**src/rtl/imem_responder.sv**
```systemverilog
// Instruction-memory responder: returns a preloaded 16-bit word a fixed LATENCY after a fetch.
// Optional feature macro: IMEM_OOR_ERR_EN adds an oor_err flag for out-of-range fetches.
module imem_responder #(
    parameter int unsigned ADDR_WIDTH = 8,
    parameter int unsigned LATENCY    = 2,
    parameter logic [15:0] OOR_INSTR  = 16'h0000
) (
    input  logic                  clock,
    input  logic                  reset,
    input  logic [15:0]           PC,
    input  logic                  instrmem_rd,
    output logic [15:0]           Instr_dout,
    output logic                  complete_instr,
`ifdef IMEM_OOR_ERR_EN
    output logic                  oor_err,
`endif
    input  logic                  load_en,
    input  logic [ADDR_WIDTH-1:0] load_addr,
    input  logic [15:0]           load_data
);

    localparam int unsigned Depth   = 2 ** ADDR_WIDTH;
    localparam logic [3:0]  CntInit = 4'(LATENCY - 1);

    localparam logic [1:0] StIdle = 2'd0;
    localparam logic [1:0] StWait = 2'd1;
    localparam logic [1:0] StDone = 2'd2;

    generate
        if (LATENCY < 1 || LATENCY > 15) begin : g_bad_latency
            $error("imem_responder: LATENCY must be in 1..15");
        end
        if (ADDR_WIDTH < 1 || ADDR_WIDTH > 16) begin : g_bad_addr_width
            $error("imem_responder: ADDR_WIDTH must be in 1..16");
        end
    endgenerate

    logic [1:0]  state_q, state_d;
    logic [3:0]  cnt_q, cnt_d;
    logic [15:0] addr_q, addr_d;
    logic [15:0] dout_q, dout_d;
    logic        done_q, done_d;
    logic        addr_oor;
    logic [15:0] rdata;
    logic [15:0] mem [Depth];

    // Preload port; the array is deliberately not reset so an image survives reset.
    always_ff @(posedge clock) begin
        if (load_en) begin
            mem[load_addr] <= load_data;
        end
    end

    generate
        if (ADDR_WIDTH < 16) begin : g_oor
            assign addr_oor = |addr_q[15:ADDR_WIDTH];
        end else begin : g_no_oor
            assign addr_oor = 1'b0;
        end
    endgenerate

    // Combinational read of the old contents gives read-before-write on a colliding load.
    assign rdata = addr_oor ? OOR_INSTR : mem[addr_q[ADDR_WIDTH-1:0]];

    always_comb begin
        state_d = state_q;
        cnt_d   = cnt_q;
        addr_d  = addr_q;
        dout_d  = 16'h0000;
        done_d  = 1'b0;
        case (state_q)
            StIdle: begin
                if (instrmem_rd) begin
                    addr_d  = PC;
                    cnt_d   = CntInit;
                    state_d = StWait;
                end
            end
            StWait: begin
                if (cnt_q != 4'd0) begin
                    cnt_d = cnt_q - 4'd1;
                end else begin
                    done_d  = 1'b1;
                    dout_d  = rdata;
                    state_d = StDone;
                end
            end
            // Request line is still high from the finished fetch, so it is ignored here.
            StDone: begin
                state_d = StIdle;
            end
            default: begin
                state_d = StIdle;
            end
        endcase
    end

    always_ff @(posedge clock or posedge reset) begin
        if (reset) begin
            state_q <= StIdle;
            cnt_q   <= 4'd0;
            addr_q  <= 16'h0000;
            dout_q  <= 16'h0000;
            done_q  <= 1'b0;
        end else begin
            state_q <= state_d;
            cnt_q   <= cnt_d;
            addr_q  <= addr_d;
            dout_q  <= dout_d;
            done_q  <= done_d;
        end
    end

    assign Instr_dout     = dout_q;
    assign complete_instr = done_q;

`ifdef IMEM_OOR_ERR_EN
    logic oor_q, oor_d;

    always_comb begin
        oor_d = 1'b0;
        if (state_q == StWait && cnt_q == 4'd0) begin
            oor_d = addr_oor;
        end
    end

    always_ff @(posedge clock or posedge reset) begin
        if (reset) begin
            oor_q <= 1'b0;
        end else begin
            oor_q <= oor_d;
        end
    end

    assign oor_err = oor_q;
`endif

endmodule

```
**config.mk**
```make
export PLATFORM = sky130hd
export DESIGN_NAME = imem_responder
export DESIGN_NICKNAME = d
export VERILOG_FILES = /design/src/rtl/imem_responder.sv
export SDC_FILE = /design/constraint.sdc
export NUM_CORES = 2
export LEC_CHECK = 0
export CORE_ASPECT_RATIO = 1.75
export CORE_MARGIN = 4
export CORE_UTILIZATION = 50
export DETAILED_ROUTE_END_ITERATION = 10
export GPL_ROUTABILITY_DRIVEN = 0
export PLACE_DENSITY_LB_ADDON = 0.1
export SLEW_MARGIN = 5
export SYNTH_ARGS = -nofsm -noshare
export SYNTH_HDL_FRONTEND = slang
export SYNTH_SLANG_ARGS = --single-unit
```
**constraint.sdc**
```tcl
create_clock -name clock -period 7.1 [get_ports clock]
set_clock_uncertainty 0.05 [all_clocks]
set_input_delay 1.42 -clock clock [delete_from_list [all_inputs] [get_ports clock]]
set_output_delay 1.42 -clock clock [all_outputs]
set_load 0.005 [all_outputs]
```
Word-level counts from Yosys, hierarchy flattened. Memory sizes are Yosys's and may differ from the RTL's. Cells that the tools add are included.

Add/sub/neg operators: 1. Multiply operators: 0. Divide/modulo/power cells: 0. Order comparisons: 0. Eq/ne operators: 4. Shift operators: 0. Muxes and demuxes: 13. Bitwise operators: 0. Reduce and logical (&&, ||, !) cells: 7.

Operators with widths (count): 2-to-1 mux 16 bit (3); 2-to-1 mux 4 bit (2); case mux 4 bit (2 select lines) (1); OR reduction 8 bit (1); != test 2 bit (second input constant) (3); 2-to-1 mux 1 bit (4); 2-to-1 mux 2 bit (2); case mux 2 bit (2 select lines) (1); AND reduction 2 bit (2); nonzero test 4 bit (1); subtractor 4 x 1 -> 4 bit (second input constant) (1); AND reduction 3 bit (1); == test 2 x 1 -> 1 bit (second input constant) (1); zero test 2 bit (1); nonzero test 2 bit (1).

Flip-flop bits (word level): 39. Latch bits: 0. Memory bits (writable): 4096. ROM bits: 0. Bits of input ports: 44. Output and inout bits: 17. Logic and storage cells: 31. Memories: 1.

Memory list: mem (words 256, bits a word 16, rd ports 1, clocked after Yosys merged registers in 0, write ports 1, RTL line 45) `logic [15:0] mem [Depth];`.

Logic depth before layout (Yosys ltp).
Depth after elaboration: 4. Mapped depth: 13. Gate-level depth less buffers: 9.

Worst setup path after synthesis. No wires, ideal clock.

Path type: input to register. From: in load_addr[3]. To: mem mem[235][0], enable pin. Setup time: 0.388 ns. Arrival: 3.197 ns. Data required time: 6.662 ns. Path slack: 3.465 ns. Stages: 6. Path buffers: 3. Cells stage by stage: clkbuf_1 nor2b_1 clkbuf_1 nand4_1 clkbuf_1 nor2_1.

RTL lines: start: declaration (RTL line 18) `input logic [ADDR_WIDTH-1:0] load_addr,`; end: declaration (RTL line 45).

Straight into the memory's write port.

Worst setup path after layout.
From: reg addr_q[1]. To: reg dout_q[2] (netlist: Instr_dout[2]).

Word-level cells in the longest chain between the ends: 4.

RTL lines: start: declaration (RTL line 40) `logic [15:0] addr_q, addr_d;`; start signal: assignment (RTL line 108) `addr_q <= addr_d;`; memory (256 x 16 bit); 2-to-1 mux 16 bit (RTL line 63) `assign rdata = addr_oor ? OOR_INSTR : mem[addr_q[ADDR_WIDTH-1:0]];`; 2-to-1 mux 16 bit (RTL line 80) `if (cnt_q != 4'd0) begin`; 2-to-1 mux 16 bit (RTL line 71) `case (state_q)`; net dout_d[2] (RTL line 41) `logic [15:0] dout_q, dout_d;`; end signal: assignment (RTL line 109) `dout_q <= dout_d;`; end: declaration (RTL line 41).

The timed path passes the listed nets, and every way through them passes these cells. A chain may end at the register's enable or synchronous reset.

==> results.sh <==
export IMPL_cp_start_kind="register"
export IMPL_synth_edf_count=4096
export IMPL_dpl_cell_area_um2=167000
export IMPL_die_width_um=437
export IMPL_rsz0062_at_grt="no"
export IMPL_final_seq_area_um2=124000
export IMPL_fin_crit_ps=5460
export IMPL_drt_pass1_iterations=6
export IMPL_period_share_pct=76.9
export IMPL_wl_um=494000
export IMPL_post_cts_buffers=0
export IMPL_area_growth_pct=11.0
export IMPL_ios=61
export IMPL_cts_num_sinks=4135
export IMPL_grt_overflow_total=0
export IMPL_initial_core_util_pct=50.2
export IMPL_synth_nets=7504
export IMPL_worst_path_most_repeated_cell="o21ai_0"
export IMPL_syn_area_per_cell_um2=21.6
export IMPL_hold_class="reg2reg"
export IMPL_vias=80100
export IMPL_seq_area_frac_synth_pct=77.0
export IMPL_coreArea_um2=321000
export IMPL_yosys_warnings=0
export IMPL_synth_most_common_cell="edfxtp_1"
export IMPL_path_cells="nand2b_4 > buf_4 > o221ai_1 > o22ai_1 > o21ai_0 > o21ai_0 > nor4_1 > a41o_1"
export IMPL_path_buf_inv=1
export IMPL_antenna_left=0
export IMPL_multi_input_area_um2=34000
export IMPL_drtIter0Drc=9569
export IMPL_drc=0
export IMPL_synth_flop_cell="edfxtp_1"
export IMPL_critPathMaxStageDelay_ps=1230
export IMPL_layout_setup_ws_ps=1640
export IMPL_required_ps=7910
export IMPL_max_slew_margin_pct=2.30
export IMPL_grt_pass1_vias=80900
export IMPL_grtUsageMet1_pct=35.1
export IMPL_drv_cap=0
export IMPL_ys_top_cells_by_count="edfxtp_1, mux4_2, mux2i_1, nor2_1, o221ai_1"
export IMPL_setup_viol=0
export IMPL_cts_root_buf="clkbuf_16"
export IMPL_yosysTopAreaCellShare_pct=76.4
export IMPL_cts_path_max_buffers=4
export IMPL_max_vdd_ir_drop_v=0.000500
export IMPL_path_delay_family="compound AO/OA/AOI/OAI gates"
export IMPL_grt_pass1_wl_um=675000
export IMPL_slowest_stage="nor4_1"
export IMPL_die_area_um2=332000
export IMPL_insertion_delay_ps=930
export IMPL_end_kind="register"
export IMPL_dp_slack_ps=1570
export IMPL_grt_max_degree=159
export IMPL_rows=275
export IMPL_power_density_nw_per_um2=381
export IMPL_htree_levels=5
export IMPL_drive_above_1_share_pct=22.7
export IMPL_max_slew_worst_pin_slew_ps=1460
export IMPL_leakagePower_uw=0.0563
export IMPL_grt_busiest_layer="met2"
export IMPL_status="finished clean"
export IMPL_syn_inst=7459
export IMPL_syn_area_um2=161000
export IMPL_slew_viol_final=0
export IMPL_holdWs_ps=455
export IMPL_fin_area_um2=179000
export IMPL_use_met3_pct=4.88
export IMPL_cts_resized=0
export IMPL_antenna_found_initial=31
export IMPL_drt_vias_per_instance=6.48
export IMPL_grt_use_total_pct=29.6
export IMPL_clock_fmax_mhz=183
export IMPL_cp_arrival_ps=6270
export IMPL_fillCellCount=24300
export IMPL_hold_violations=0
export IMPL_grtUsageMet2_pct=50.7
export IMPL_path_clk_slew_ps=70
export IMPL_synthArstFlopShare_pct=0.943
export IMPL_ys_types=82
export IMPL_cts_buffers=367
export IMPL_synth_area_top_cells="edfxtp_1, mux4_2, mux2i_1"
export IMPL_fin_tns_setup_ps=0
export IMPL_crit_fanout=29
export IMPL_die_y_um=759
export IMPL_hold_buffers=0
export IMPL_dp_hpwl_um=316000
export IMPL_tritoncts="yes"
export IMPL_ys_seq_elements=4135
export IMPL_wl_per_cell_um=40.0
export IMPL_nets=7805
export IMPL_crit_type="reg2reg"
export IMPL_portBuffers=60
export IMPL_yosys_area_top_type="edfxtp_1"
-- worst register-to-register path, cell delays in order (launching register included) --
cell and delay [ps]:
dfrtp_4 880, nand2b_4 650, buf_4 510, o221ai_1 460, o22ai_1 170, o21ai_0 840, o21ai_0 410, nor4_1 1230
a41o_1 190
-- through the flow --
| stage | power (uW) | instances | utilization [%] |
|---|---|---|---|
| floorplan | 40200 | 7459 | - |
| global placement | 48600 | 11700 | 52.1 |
| detailed placement | 48700 | 11700 | 52.1 |
| CTS | 68500 | 12300 | 55.8 |
| global route | 69800 | 12300 | 55.8 |
| finish | 68200 | 12300 | 55.8 |
-- final timing paths --
| check | start | to | cells after the start | slack (ps) |
|---|---|---|---|---|
| hold reg to reg | addr_q[8]$_DFFE_PP0P_ | addr_q[8]$_DFFE_PP0P_ | 1 | 460 |
| max in group asynchronous | reset | addr_q[3]$_DFFE_PP0P_ | 3 | 5180 |
| setup / recovery | addr_q[1]$_DFFE_PP0P_ | Instr_dout[2]$_DFF_PP0_ | 8 | 1640 |
| hold / removal | addr_q[8]$_DFFE_PP0P_ | addr_q[8]$_DFFE_PP0P_ | 1 | 460 |
| setup reg to reg | addr_q[1]$_DFFE_PP0P_ | Instr_dout[2]$_DFF_PP0_ | 8 | 1640 |
| min in group asynchronous | reset | cnt_q[3]$_DFFE_PP0P_ | 3 | 1040 |
-- sequential cells by signal, summed over array words and instances (netlist names) --
register        cells
Instr_dout         16
cnt_q               4
mem              4096
addr_q             16
complete_instr      1
state_q             2
-- placed cells by master (no fill, tap or decap), types with 17 or more instances in the layout --
| master | n |
|---|---|
| a21oi_1 | 136 |
| a221oi_1 | 18 |
| a31oi_1 | 34 |
| buf_12 | 46 |
| buf_4 | 276 |
| bufinv_16 | 39 |
| clkbuf_1 | 64 |
| clkbuf_16 | 374 |
| clkbuf_8 | 17 |
| clkdlybuf4s50_1 | 44 |
| clkinv_1 | 66 |
| clkinv_2 | 67 |
| dfrtp_1 | 34 |
| edfxtp_1 | 4096 |
| mux2_2 | 28 |
| mux2i_1 | 570 |
| mux4_1 | 112 |
| mux4_2 | 714 |
| nand2_1 | 119 |
| nand3_1 | 33 |
| nand4_1 | 24 |
| nor2_1 | 166 |
| nor2_2 | 179 |
| nor3_1 | 48 |
| o21ai_0 | 103 |
| o221ai_1 | 210 |
| o22ai_1 | 152 |
-- power breakdown --
| group | switching [uW] | total (uW) | internal (uW) |
|---|---|---|---|
| combinational | 13600 | 20900 | 7320 |
| clock | 8880 | 20000 | 11200 |
| sequential | 358 | 27300 | 26900 |
-- layer usage --
layer	part of all wire (%)	vias to the layer above
met3	7.3	922
li1	-	32200
met1	34	43100
met2	51	3863
met5	0.0059	-
met4	7.6	4
-- logic make-up (layout without fill, tap and decap cells) --
logic type	Yosys count	in the layout	synth area share (%)
xor gates and xnor gates	2	2	0.0109
and+or+nand+nor	657	657	1.79
other	0	15	0
DFF	4135	4135	77.0
adders and majority gates	1	1	0.00777
muxes	1424	1424	15.5
buffers and inverters	459	1040	2.30
AOI/OAI and AO/OA	781	781	3.39
-- area by class of cell --
class / count / area share, %
sequential: 4135 / 69.3
multi-input combinational: 2865 / 19.0
clock buffer: 447 / 5.44
tap: 4293 / 3.00
timing repair buffer: 382 / 2.05
clock inverter: 202 / 1.14
inverter: 9 / 0.0266
antenna: 15 / 0.0210
(Power assumes the default switching activity.)
